--- src/rtl/fwd_scoreboard_if.sv ---
// ID-stage view of the forwarding/hazard unit: instruction fields in, forward selects and stall out.
// Latency: n/a (wires only). Backpressure: stall is driven back toward the master.
interface fwd_scoreboard_if #(
    parameter int REG_W = 4,
    parameter int DEPTH = 2,
    parameter int CNT_W = 16
);
    localparam int SEL_W = $clog2(DEPTH + 1);

    logic             enable;
    logic             hold;
    logic             flush;
    logic             id_valid;
    logic [REG_W-1:0] id_src1;
    logic [REG_W-1:0] id_src2;
    logic             id_src1_used;
    logic             id_src2_used;
    logic [REG_W-1:0] id_dest;
    logic             id_wb_en;
    logic             id_is_load;
    logic [SEL_W-1:0] sel_src1;
    logic [SEL_W-1:0] sel_src2;
    logic             stall;
    logic [CNT_W-1:0] stall_cnt;

    modport master (
        output enable, hold, flush, id_valid, id_src1, id_src2, id_src1_used,
               id_src2_used, id_dest, id_wb_en, id_is_load,
        input  sel_src1, sel_src2, stall, stall_cnt
    );

    modport slave (
        input  enable, hold, flush, id_valid, id_src1, id_src2, id_src1_used,
               id_src2_used, id_dest, id_wb_en, id_is_load,
        output sel_src1, sel_src2, stall, stall_cnt
    );
endinterface

--- src/rtl/fwd_scoreboard.sv ---
// Forwarding/hazard unit at ID/EXE: tracks the last DEPTH writers, selects the youngest forward source.
// Latency: selects/stall are combinational; the scoreboard shifts one stage per unfrozen cycle.
// Backpressure: hold freezes all state; stall bubbles stage 1 and asks upstream to freeze PC/IF/ID.
module fwd_scoreboard #(
    parameter int REG_W    = 4,
    parameter int DEPTH    = 2,
    parameter int LOAD_LAT = 1,
    parameter int CNT_W    = 16
) (
    input  logic            clk,
    input  logic            rst,
    fwd_scoreboard_if.slave sb
);
    localparam int SEL_W = $clog2(DEPTH + 1);

    typedef struct packed {
        logic             vld;
        logic [REG_W-1:0] dest;
        logic             wb_en;
        logic             is_load;
    } entry_t;

    entry_t           stage_q [1:DEPTH];
    entry_t           stage_d [1:DEPTH];
    logic [CNT_W-1:0] stall_cnt_q;
    logic [CNT_W-1:0] stall_cnt_d;

    int   kmin1;
    int   kmin2;
    logic ld1;
    logic ld2;
    logic stall1;
    logic stall2;
    logic stall_w;

    // Scan oldest to youngest so the youngest match overwrites any older one.
    always_comb begin
        kmin1 = 0;
        kmin2 = 0;
        ld1   = 1'b0;
        ld2   = 1'b0;
        for (int k = DEPTH; k >= 1; k--) begin
            if (sb.id_valid && stage_q[k].vld && stage_q[k].wb_en) begin
                if (sb.id_src1_used && (stage_q[k].dest == sb.id_src1)) begin
                    kmin1 = k;
                    ld1   = stage_q[k].is_load;
                end
                if (sb.id_src2_used && (stage_q[k].dest == sb.id_src2)) begin
                    kmin2 = k;
                    ld2   = stage_q[k].is_load;
                end
            end
        end
    end

    // Forwarding off: any in-flight writer of a source blocks until it retires.
    always_comb begin
        stall1  = (kmin1 != 0) && (sb.enable ? (ld1 && (kmin1 <= LOAD_LAT)) : 1'b1);
        stall2  = (kmin2 != 0) && (sb.enable ? (ld2 && (kmin2 <= LOAD_LAT)) : 1'b1);
        stall_w = !sb.flush && (stall1 || stall2);
    end

    assign sb.sel_src1  = sb.enable ? SEL_W'(kmin1) : '0;
    assign sb.sel_src2  = sb.enable ? SEL_W'(kmin2) : '0;
    assign sb.stall     = stall_w;
    assign sb.stall_cnt = stall_cnt_q;

    always_comb begin
        stage_d     = stage_q;
        stall_cnt_d = stall_cnt_q;
        if (!sb.hold) begin
            for (int k = DEPTH; k >= 2; k--) begin
                stage_d[k] = stage_q[k-1];
            end
            if (sb.flush || stall_w || !sb.id_valid) begin
                stage_d[1] = '0;
            end else begin
                stage_d[1] = {1'b1, sb.id_dest, sb.id_wb_en, sb.id_is_load};
            end
            if (stall_w && (stall_cnt_q != '1)) begin
                stall_cnt_d = stall_cnt_q + CNT_W'(1);
            end
        end
    end

    always_ff @(posedge clk or posedge rst) begin
        if (rst) begin
            for (int k = 1; k <= DEPTH; k++) begin
                stage_q[k] <= '0;
            end
            stall_cnt_q <= '0;
        end else begin
            stage_q     <= stage_d;
            stall_cnt_q <= stall_cnt_d;
        end
    end
endmodule

--- src/flat_wrapper.sv ---
// flat-port wrapper written by rule: the top's interface ports become plain ports
module fwd_scoreboard_flat 
#(
    parameter int REG_W    = 4,
    parameter int DEPTH    = 2,
    parameter int LOAD_LAT = 1,
    parameter int CNT_W    = 16
)
  (clk, rst, sb_enable, sb_hold, sb_flush, sb_id_valid, sb_id_src1, sb_id_src2, sb_id_src1_used, sb_id_src2_used, sb_id_dest, sb_id_wb_en, sb_id_is_load, sb_sel_src1, sb_sel_src2, sb_stall, sb_stall_cnt);
  fwd_scoreboard_if #(.REG_W(REG_W), .DEPTH(DEPTH), .CNT_W(CNT_W)) sb_i ();
  input  logic clk;
  input  logic rst;
  input wire logic [$bits(sb_i.enable)-1:0] sb_enable;
  input wire logic [$bits(sb_i.hold)-1:0] sb_hold;
  input wire logic [$bits(sb_i.flush)-1:0] sb_flush;
  input wire logic [$bits(sb_i.id_valid)-1:0] sb_id_valid;
  input wire logic [$bits(sb_i.id_src1)-1:0] sb_id_src1;
  input wire logic [$bits(sb_i.id_src2)-1:0] sb_id_src2;
  input wire logic [$bits(sb_i.id_src1_used)-1:0] sb_id_src1_used;
  input wire logic [$bits(sb_i.id_src2_used)-1:0] sb_id_src2_used;
  input wire logic [$bits(sb_i.id_dest)-1:0] sb_id_dest;
  input wire logic [$bits(sb_i.id_wb_en)-1:0] sb_id_wb_en;
  input wire logic [$bits(sb_i.id_is_load)-1:0] sb_id_is_load;
  output wire logic [$bits(sb_i.sel_src1)-1:0] sb_sel_src1;
  output wire logic [$bits(sb_i.sel_src2)-1:0] sb_sel_src2;
  output wire logic [$bits(sb_i.stall)-1:0] sb_stall;
  output wire logic [$bits(sb_i.stall_cnt)-1:0] sb_stall_cnt;
  assign sb_i.enable = sb_enable;
  assign sb_i.hold = sb_hold;
  assign sb_i.flush = sb_flush;
  assign sb_i.id_valid = sb_id_valid;
  assign sb_i.id_src1 = sb_id_src1;
  assign sb_i.id_src2 = sb_id_src2;
  assign sb_i.id_src1_used = sb_id_src1_used;
  assign sb_i.id_src2_used = sb_id_src2_used;
  assign sb_i.id_dest = sb_id_dest;
  assign sb_i.id_wb_en = sb_id_wb_en;
  assign sb_i.id_is_load = sb_id_is_load;
  assign sb_sel_src1 = sb_i.sel_src1;
  assign sb_sel_src2 = sb_i.sel_src2;
  assign sb_stall = sb_i.stall;
  assign sb_stall_cnt = sb_i.stall_cnt;
  fwd_scoreboard #(.REG_W(REG_W), .DEPTH(DEPTH), .LOAD_LAT(LOAD_LAT), .CNT_W(CNT_W)) u_core (.clk(clk), .rst(rst), .sb(sb_i));
endmodule
--- config.mk ---
export PLATFORM = sky130hd
export DESIGN_NAME = fwd_scoreboard_flat
export DESIGN_NICKNAME = d
export VERILOG_FILES = /design/src/rtl/fwd_scoreboard_if.sv /design/src/rtl/fwd_scoreboard.sv /design/src/flat_wrapper.sv
export SDC_FILE = /design/constraint.sdc
export NUM_CORES = 1
export LEC_CHECK = 0
export CAP_MARGIN = 0
export CORE_MARGIN = 3
export CORE_UTILIZATION = 52
export CTS_CLUSTER_SIZE = 16
export DETAILED_ROUTE_END_ITERATION = 7
export GPL_TIMING_DRIVEN = 0
export MAX_ROUTING_LAYER = met4
export PLACE_DENSITY = 0.84
export SYNTH_ARGS = -nofsm -noshare
export SYNTH_HDL_FRONTEND = slang
export SYNTH_SLANG_ARGS = --single-unit
--- constraint.sdc ---
create_clock -name clk -period 7 [get_ports clk]
set_input_delay 1.4 -clock clk [delete_from_list [all_inputs] [get_ports clk]]
set_output_delay 1.4 -clock clk [all_outputs]
set_load 0.02 [all_outputs]
### After elaboration in Yosys (flattened, before gate mapping)

Cells that the tools add are included.

* register bits after elaboration: 30
* input port bits: 22
* output and inout port bits: 21
* word-level logic and storage cells: 61

* add/subtract/negate cells: 1
* $lt $le $gt $ge: 2
* equality and inequality tests: 5
* mux-type cells: 21
* bitwise operators: 1
* reduce and logical (&&, ||, !) cells: 22

Operator list (count)
* $mux 32: 6
* $le 32x2->1 const B: 2
* $reduce_bool 32->1: 2
* $add 16x1->16 const B: 1
* $eq 4x4->1: 4
* $ne 16x16->1 const B: 1
* $logic_and 1x1->1: 14
* $mux 1: 10
* $mux 2: 4
* $mux 7: 1
* $logic_or 1x1->1: 3
* $logic_not 1->1: 2
* $reduce_and 2->1: 1
* $not 1->1: 1

### Depth between registers and ports, before layout

Gate-level depths: netlist of run 1.

* depth after elaboration: 15
* depth in mapped cells: 7
* mapped depth without buffers: 6

### Worst setup path after synthesis of run 1

Ideal clock, no wire load.

* kind: input -> output
* from: in sb_id_src2[2]
* to: out sb_stall
* arrival time: 3016 ps
* required time: 5600 ps
* slack: 2584 ps
* stages: 7
* buffers on the path: 1
* cell sequence: xnor2_1 -> nand3_1 -> or4_1 -> a41oi_4 -> buf_6 -> nor2_1 -> nor2_1

* word-level cells in the longest chain between the ends: 12
* elaborated cells on any way between the ends: 19
* classes of those cells: order compare (1); eq/ne (2); mux (9); reduce/logical (7)

Ends and longest elaborated chain
* start: declaration: RTL line flat_wrapper.sv:18 `input wire logic [$bits(sb_i.id_src2)-1:0] sb_id_src2;`
* $eq 4x4->1: RTL line fwd_scoreboard.sv:48 `if (sb.id_src2_used && (stage_q[k].dest == sb.id_src2)) begin`
* $logic_and 1x1->1: RTL line fwd_scoreboard.sv:48
* $mux 2: RTL line fwd_scoreboard.sv:48
* $mux 32: RTL line fwd_scoreboard.sv:43 `if (sb.id_valid && stage_q[k].vld && stage_q[k].wb_en) begin`
* $mux 32: RTL line fwd_scoreboard.sv:48
* $mux 32: RTL line fwd_scoreboard.sv:43
* $le 32x2->1: RTL line fwd_scoreboard.sv:59 `stall2 = (kmin2 != 0) && (sb.enable ? (ld2 && (kmin2 <= LOAD_LAT)) : 1'b1);`
* $logic_and 1x1->1: RTL line fwd_scoreboard.sv:59
* $mux 1: RTL line fwd_scoreboard.sv:59
* $logic_and 1x1->1 *: RTL line fwd_scoreboard.sv:59
* $logic_or 1x1->1 *: RTL line fwd_scoreboard.sv:60 `stall_w = !sb.flush && (stall1 || stall2);`
* $logic_and 1x1->1 *: RTL line fwd_scoreboard.sv:60
* end: declaration: RTL line flat_wrapper.sv:26 `output wire logic [$bits(sb_i.stall)-1:0] sb_stall;`

Every way passes the cells marked *; elsewhere a longest branch is shown, timed or not.

### Worst setup path after layout of run 1

* from: in sb_id_src1[2]
* to: out sb_stall

* word-level cells in the longest chain between the ends: 12
* elaborated cells on any way between the ends: 19
* classes of those cells: order compare (1); eq/ne (2); mux (9); reduce/logical (7)

Ends and longest elaborated chain
* start: declaration: RTL line flat_wrapper.sv:17 `input wire logic [$bits(sb_i.id_src1)-1:0] sb_id_src1;`
* $eq 4x4->1: RTL line fwd_scoreboard.sv:44 `if (sb.id_src1_used && (stage_q[k].dest == sb.id_src1)) begin`
* $logic_and 1x1->1: RTL line fwd_scoreboard.sv:44
* $mux 2: RTL line fwd_scoreboard.sv:44
* $mux 32: RTL line fwd_scoreboard.sv:43
* $mux 32: RTL line fwd_scoreboard.sv:44
* $mux 32: RTL line fwd_scoreboard.sv:43
* $le 32x2->1: RTL line fwd_scoreboard.sv:58 `stall1 = (kmin1 != 0) && (sb.enable ? (ld1 && (kmin1 <= LOAD_LAT)) : 1'b1);`
* $logic_and 1x1->1: RTL line fwd_scoreboard.sv:58
* $mux 1: RTL line fwd_scoreboard.sv:58
* $logic_and 1x1->1 *: RTL line fwd_scoreboard.sv:58
* $logic_or 1x1->1 *: RTL line fwd_scoreboard.sv:60
* $logic_and 1x1->1 *: RTL line fwd_scoreboard.sv:60

Marks and branches as above.

==> impl_metrics.json, run 1 <==
{
  "die_w_um": 62.40,
  "postCtsHoldBufs": 0,
  "p_leak_nw": 0.9463,
  "vias_per_cell": 5.740,
  "grt_util_met2": 0.3662,
  "grt_use_met3": 0.05576,
  "power_frac_seq": 0.550,
  "report.final.slew_viol_count": 0,
  "intPower_mw": 0.2433,
  "p_total_mw": 0.3241,
  "clockBufferDepth": 2,
  "drc": 0,
  "synth-seq-area-share": 0.4387,
  "die_y_um": 62.40,
  "grt_pass1_wl_um": 6879,
  "async_flop_share": 1.000,
  "cts_tree": "built",
  "end_kind": "primary output",
  "crit_type": "input pin to primary output",
  "antennaDiodeCount": 0,
  "yosysWarningCount": 0,
  "p_comb_frac": 0.129,
  "holdCritPathClass": "register to register",
  "fin_tns_setup_ns": 0,
  "crit_required_ns": 5.60,
  "switching_share": 0.2493,
  "finalSetupViolCount": 0,
  "fin_crit_ns": 5.525,
  "synthFlopType": "dfrtp_1",
  "min_period_over_period": 0.7893,
  "port_buffers": 41,
  "fp-row-count": 19,
  "ant_nets": 0,
  "crit_arrival_ns": 4.13,
  "p_sw_mw": 0.08079,
  "cts_root_buffer": "clkbuf_4",
  "die_area_um2": 3894,
  "cts.repair.resized": 0,
  "start_util": 0.5703,
  "place_inst": 220,
  "stdcell_area_um2": 2172,
  "final_cell_mix": "clkdlybuf4s50_1, dfrtp_1, xnor2_1, and3_1, o211ai_2",
  "netlist_area_um2": 1654,
  "gp_congestion": 0.9052,
  "nets": 208,
  "place_hpwl_um": 2820,
  "fin_cells": 227,
  "crit_path_max_fanout": 10,
  "yosys.cell_types.count": 31,
  "place_area_um2": 2117,
  "grt_pass1_vias": 1452,
  "routed_wl_um": 3864,
  "tightestPinTransition_ns": 1.101,
  "insertion_delay_ns": 0.33,
  "clkSlewWorstSetupHoldPaths_ns": 0.09,
  "synth_nets": 160,
  "final_layout_size_suffix_gt1_frac": 0.1730,
  "io_pins": 43,
  "hold_viol": 0,
  "p_clk_frac": 0.320,
  "wl_per_cell_um": 17.02,
  "grt-ovfl-total": 0,
  "ys_ff_latch": 29,
  "syn-instance-count": 137,
  "irDropWorstVdd_uv": 121.2,
  "power_density_nw_per_um2": 149.2,
  "postCtsSetupRepairBufs": 0,
  "grtUsageTotal": 0.2299,
  "outcome": "finished, final reports clean",
  "dpl_worst_slack_ns": 1.508,
  "antenna_found_initial": 0,
  "grt_max_degree": 30,
  "area_growth_pct": 31.32,
  "rsz0062_at_grt": "false",
  "maxCapViolations": 0,
  "first_pass_iters": 4,
  "synth_area_per_cell_um2": 12.07,
  "dr_total_vias": 1303,
  "setup_ws_ns": 1.475,
  "skew_ns": 0.01060,
  "layout_commonest_cell": "clkdlybuf4s50_1",
  "fmax_mhz": 181.0,
  "worst_setup_path_start_kind": "input pin",
  "fin_hold_ws_ns": 0.4954,
  "slew_headroom": 0.2651,
  "clkSinkCount": 29,
  "first_iter_violations": 59,
  "core_region_area_um2": 2900,
  "grt_use_met1": 0.2819,
  "fin_util": 0.7489,
  "cts_htree_levels": 2,
  "grt.busiest_layer": "met2",
  "cts_buffers": 5,
  "synth_enable_flop_cells": 0
}
-- power by group through the flow --
stage / combinational [mW] / sequential [mW] / clock (mW)
finish: 0.0419 / 0.178 / 0.104
global route: 0.0458 / 0.179 / 0.117
CTS: 0.0421 / 0.178 / 0.106
detailed placement: 0.0417 / 0.182 / 0
global placement: 0.0407 / 0.181 / 0
floorplan: 0.0229 / 0.180 / 0
-- per-layer routing --
| layer | vias up | part of all wire |
|---|---|---|
| li1 | 605 | - |
| met5 | - | 0 |
| met1 | 642 | 0.43 |
| met4 | 0 | 0.020 |
| met3 | 10 | 0.053 |
| met2 | 46 | 0.50 |
-- area by class of cell --
cell class	instances	area (µm²)
multi-input cells	101	885.9
clock buffers	7	55.05
inverters	2	7.507
flip-flops and latches	29	725.7
repair buffers	41	410.4
plain buffers	5	35.03
well taps	42	52.55
fillers	220	728.2
-- synth_stat cells (3+ instances only) --
cell type | instances | share of area
a22o_1 | 6 | 0.032
and2_1 | 5 | 0.019
and3_1 | 9 | 0.034
and4_1 | 3 | 0.016
dfrtp_1 | 29 | 0.44
mux2_2 | 6 | 0.041
nand2_1 | 4 | 0.0091
nand3_1 | 4 | 0.012
o2111ai_1 | 4 | 0.021
o211ai_2 | 9 | 0.068
or4_4 | 3 | 0.020
xnor2_1 | 27 | 0.14
xor2_1 | 4 | 0.021
-- sequential cells by signal, indices dropped and copies added, names as in the netlist --
| register | count |
|---|---|
| u_core.stage_q | 13 |
| u_core.sb.stall_cnt | 16 |
-- critical path: stages --
cell	delay, ns
clkdlybuf4s50_1	0.53
xnor2_1	0.14
nand3_1	0.14
or4_4	0.60
a41oi_4	0.30
buf_6	0.22
nor2_1	0.05
nor2_1	0.10
clkdlybuf4s50_1	0.63
-- cell families after synthesis --
logic type,count (synthesis),share of synthesized area
adders and majority gates,1,0.007563
muxes,7,0.04765
AOI/OAI and AO/OA,25,0.1687
and+or+nand+nor,37,0.1475
DFF,29,0.4387
xor gates and xnor gates,31,0.1641
buffers and inverters,7,0.02572
-- path summary, 6_finish.rpt --
kind / startpoint / to / slack (ns) / cells after the start
max in group asynchronous: rst / u_core.stage_q[1]$_DFFE_PP0N_ / 4.69 / 2
worst min register to register: u_core.sb.stall_cnt[9]$_DFFE_PP0P_ / u_core.sb.stall_cnt[9]$_DFFE_PP0P_ / 0.50 / 1
worst min-delay path: u_core.sb.stall_cnt[9]$_DFFE_PP0P_ / u_core.sb.stall_cnt[9]$_DFFE_PP0P_ / 0.50 / 1
min in group asynchronous: rst / u_core.stage_q[9]$_DFFE_PP0N_ / 1.64 / 2
worst max register to register: u_core.stage_q[9]$_DFFE_PP0N_ / u_core.sb.stall_cnt[12]$_DFFE_PP0P_ / 4.69 / 7
worst max-delay path: sb_id_src1[2] / sb_stall / 1.47 / 9
Power figures use the tool's default switching activity.
==> run 2: changes to the inputs <==
CORE_UTILIZATION = 48   (was 52)
PLACE_DENSITY = 0.79   (was 0.84)
clock period = 5.5 ns   (was 7 ns; I/O delays follow)
==> run 2 against run 1 <==
Against the previous run: clock-buffer cell count down 1; total power up 24%; routed wire length down 2.7%; via count down 1.2%; hold slack better by 0.0020 ns; utilization down 6.6 points; sequential power up 28%; largest power group unchanged.
==> impl_metrics.json, run 2 (synthesized netlist as in run 1, its figures left out) <==
{
  "hold_viol": 0,
  "fin_crit_ns": 4.880,
  "holdCritPathClass": "register to register",
  "grt_max_degree": 30,
  "crit_chain": "clkdlybuf4s50_1 -> xnor2_1 -> nand3_1 -> or4_4 -> a41oi_4 -> buf_6 -> nor2_1 -> nor2_1 -> clkdlybuf4s50_1",
  "worst_path_max_delay_cell": "clkdlybuf4s50_1",
  "report.final.slew_viol_count": 0,
  "port_buffers": 41,
  "crit_required_ns": 4.40,
  "antennaDiodeCount": 0,
  "core_region_area_um2": 3178,
  "clockBufferDepth": 2,
  "antenna_found_initial": 0,
  "cts_buffers": 5,
  "fin_cells": 230,
  "clkSinkCount": 29,
  "grt-ovfl-total": 0,
  "die_area_um2": 4186,
  "min_period_over_period": 0.8873,
  "fmax_mhz": 204.9,
  "routed_wl_um": 3760,
  "crit_arrival_ns": 3.78,
  "holdPathStages": 1,
  "slew_headroom": 0.2768,
  "outcome": "finished, final reports clean",
  "ant_nets": 0,
  "reg2reg_from": "u_core.stage_q[9]$_DFFE_PP0N_",
  "grt_pass1_wl_um": 6403,
  "dr_total_vias": 1287,
  "crit_buf_inv": 3,
  "power_density_nw_per_um2": 184.8,
  "min_to": "u_core.sb.stall_cnt[9]$_DFFE_PP0P_",
  "postCtsHoldBufs": 0,
  "cts_htree_levels": 2,
  "start_util": 0.5205,
  "end_kind": "primary output",
  "dpl_worst_slack_ns": 0.6280,
  "die_w_um": 64.70,
  "layout_commonest_cell": "clkdlybuf4s50_1",
  "area_growth_pct": 31.24,
  "insertion_delay_ns": 0.33,
  "final_layout_size_suffix_gt1_frac": 0.1774,
  "final_cell_mix": "clkdlybuf4s50_1, dfrtp_1, xnor2_1, and3_1, o211ai_2",
  "cts.repair.resized": 0,
  "wl_per_cell_um": 16.35,
  "fin_tns_setup_ns": 0,
  "crit_type": "input pin to primary output",
  "vias_per_cell": 5.596,
  "io_pins": 43,
  "fillers": 256,
  "gp_congestion": 0.8193,
  "fp-row-count": 20,
  "die_y_um": 64.70,
  "tightestPinTransition_ns": 1.084,
  "first_iter_violations": 41,
  "crit_path_max_fanout": 10,
  "grt_pass1_vias": 1376,
  "p_leak_nw": 0.9469,
  "reg2reg_to": "u_core.sb.stall_cnt[9]$_DFFE_PP0P_",
  "nets": 208,
  "drc": 0,
  "first_pass_iters": 4,
  "grtUsageTotal": 0.2048,
  "finalSetupViolCount": 0,
  "critical-path-top-delay-family": "buffers and inverters",
  "skew_ns": 0.01244,
  "place_inst": 222,
  "min-delay-start": "u_core.sb.stall_cnt[9]$_DFFE_PP0P_",
  "postCtsSetupRepairBufs": 0,
  "clkSlewWorstSetupHoldPaths_ns": 0.08,
  "maxCapViolations": 0,
  "worst_setup_path_start_kind": "input pin",
  "cts_tree": "built",
  "place_hpwl_um": 2842,
  "r2r.worst_path.cells": 7,
  "setup_ws_ns": 0.6199,
  "crit_path_max_incr_delay_ns": 0.61,
  "rrSetupSlack_ns": 3.23,
  "rsz0062_at_grt": "false",
  "irDropWorstVdd_uv": 118.7,
  "cts_root_buffer": "clkbuf_4",
  "largest_reg_flops": 16
}
## run 2: cell types whose count changed in the layout (fill, tap and decap cells not counted)
cell	delta
clkbuf_8	-1
clkinv_2	+2
## run 2: per-layer routing
layer | track usage | up-vias | routed length, µm
li1 | - | 607 | -
met1 | 0.2272 | 630 | 1565
met2 | 0.3487 | 42 | 1949
met3 | 0.06239 | 8 | 192
met4 | 0.07124 | 0 | 52
met5 | - | - | 0
## run 2: stage by stage
stage | total power [mW] | hold WS [ns] | area [µm²] | utilization
6_report | 0.4012 | 0.4974 | 2171 | 0.6831
3_3_place_gp | 0.2817 | 0.4813 | 2120 | 0.6669
4_1_cts | 0.4076 | 0.5020 | 2171 | 0.6831
2_1_floorplan | 0.2587 | 0.4679 | 1654 | -
5_1_grt | 0.4223 | 0.5217 | 2171 | 0.6831
3_5_place_dp | 0.2844 | 0.4860 | 2120 | 0.6669
## run 2: how the worst max path moves through the flow
stage / slack, ns / depth (start not counted) / to / start
5_1_grt: 0.49 / 9 / sb_stall / sb_id_src1[0]
6_report: 0.62 / 9 / sb_stall / sb_id_src2[0]
4_1_cts: 0.61 / 9 / sb_stall / sb_id_src2[0]
2_1_floorplan: 1.68 / 7 / sb_stall / sb_id_src2[2]
3_5_place_dp: 0.63 / 9 / sb_stall / sb_id_src1[0]
3_3_place_gp: 0.64 / 9 / sb_stall / sb_id_src2[3]
## run 2: where the power goes
group	internal [mW]	switching [mW]
logic	0.0296	0.0238
registers	0.220	0.00681
clock network	0.0486	0.0727
## run 2: layout make-up
type / instances / area, µm² / share of cell area
Tap cell: 44 / 55.05 / 0.02536
Clock inverter: 2 / 10.01 / 0.004611
Sequential cell: 29 / 725.7 / 0.3343
Clock buffer: 6 / 41.29 / 0.01902
Inverter: 2 / 7.507 / 0.003458
Timing Repair Buffer: 41 / 410.4 / 0.1890
Buffer: 5 / 35.03 / 0.01614
Multi-Input combinational cell: 101 / 885.9 / 0.4081
## run 2: worst register-to-register path: stages (launching register included)
cell	delay, ns
dfrtp_1	0.45
xnor2_1	0.17
nand3_1	0.14
or4_4	0.58
a41oi_4	0.34
buf_6	0.22
o211ai_2	0.11
xnor2_1	0.14
==> run 3: changes to the inputs <==
SKIP_CTS_REPAIR_TIMING = 1   (was default)
==> results of run 3 <==
Same layout as run 2: the final DEF is identical, and so are final timing and power.
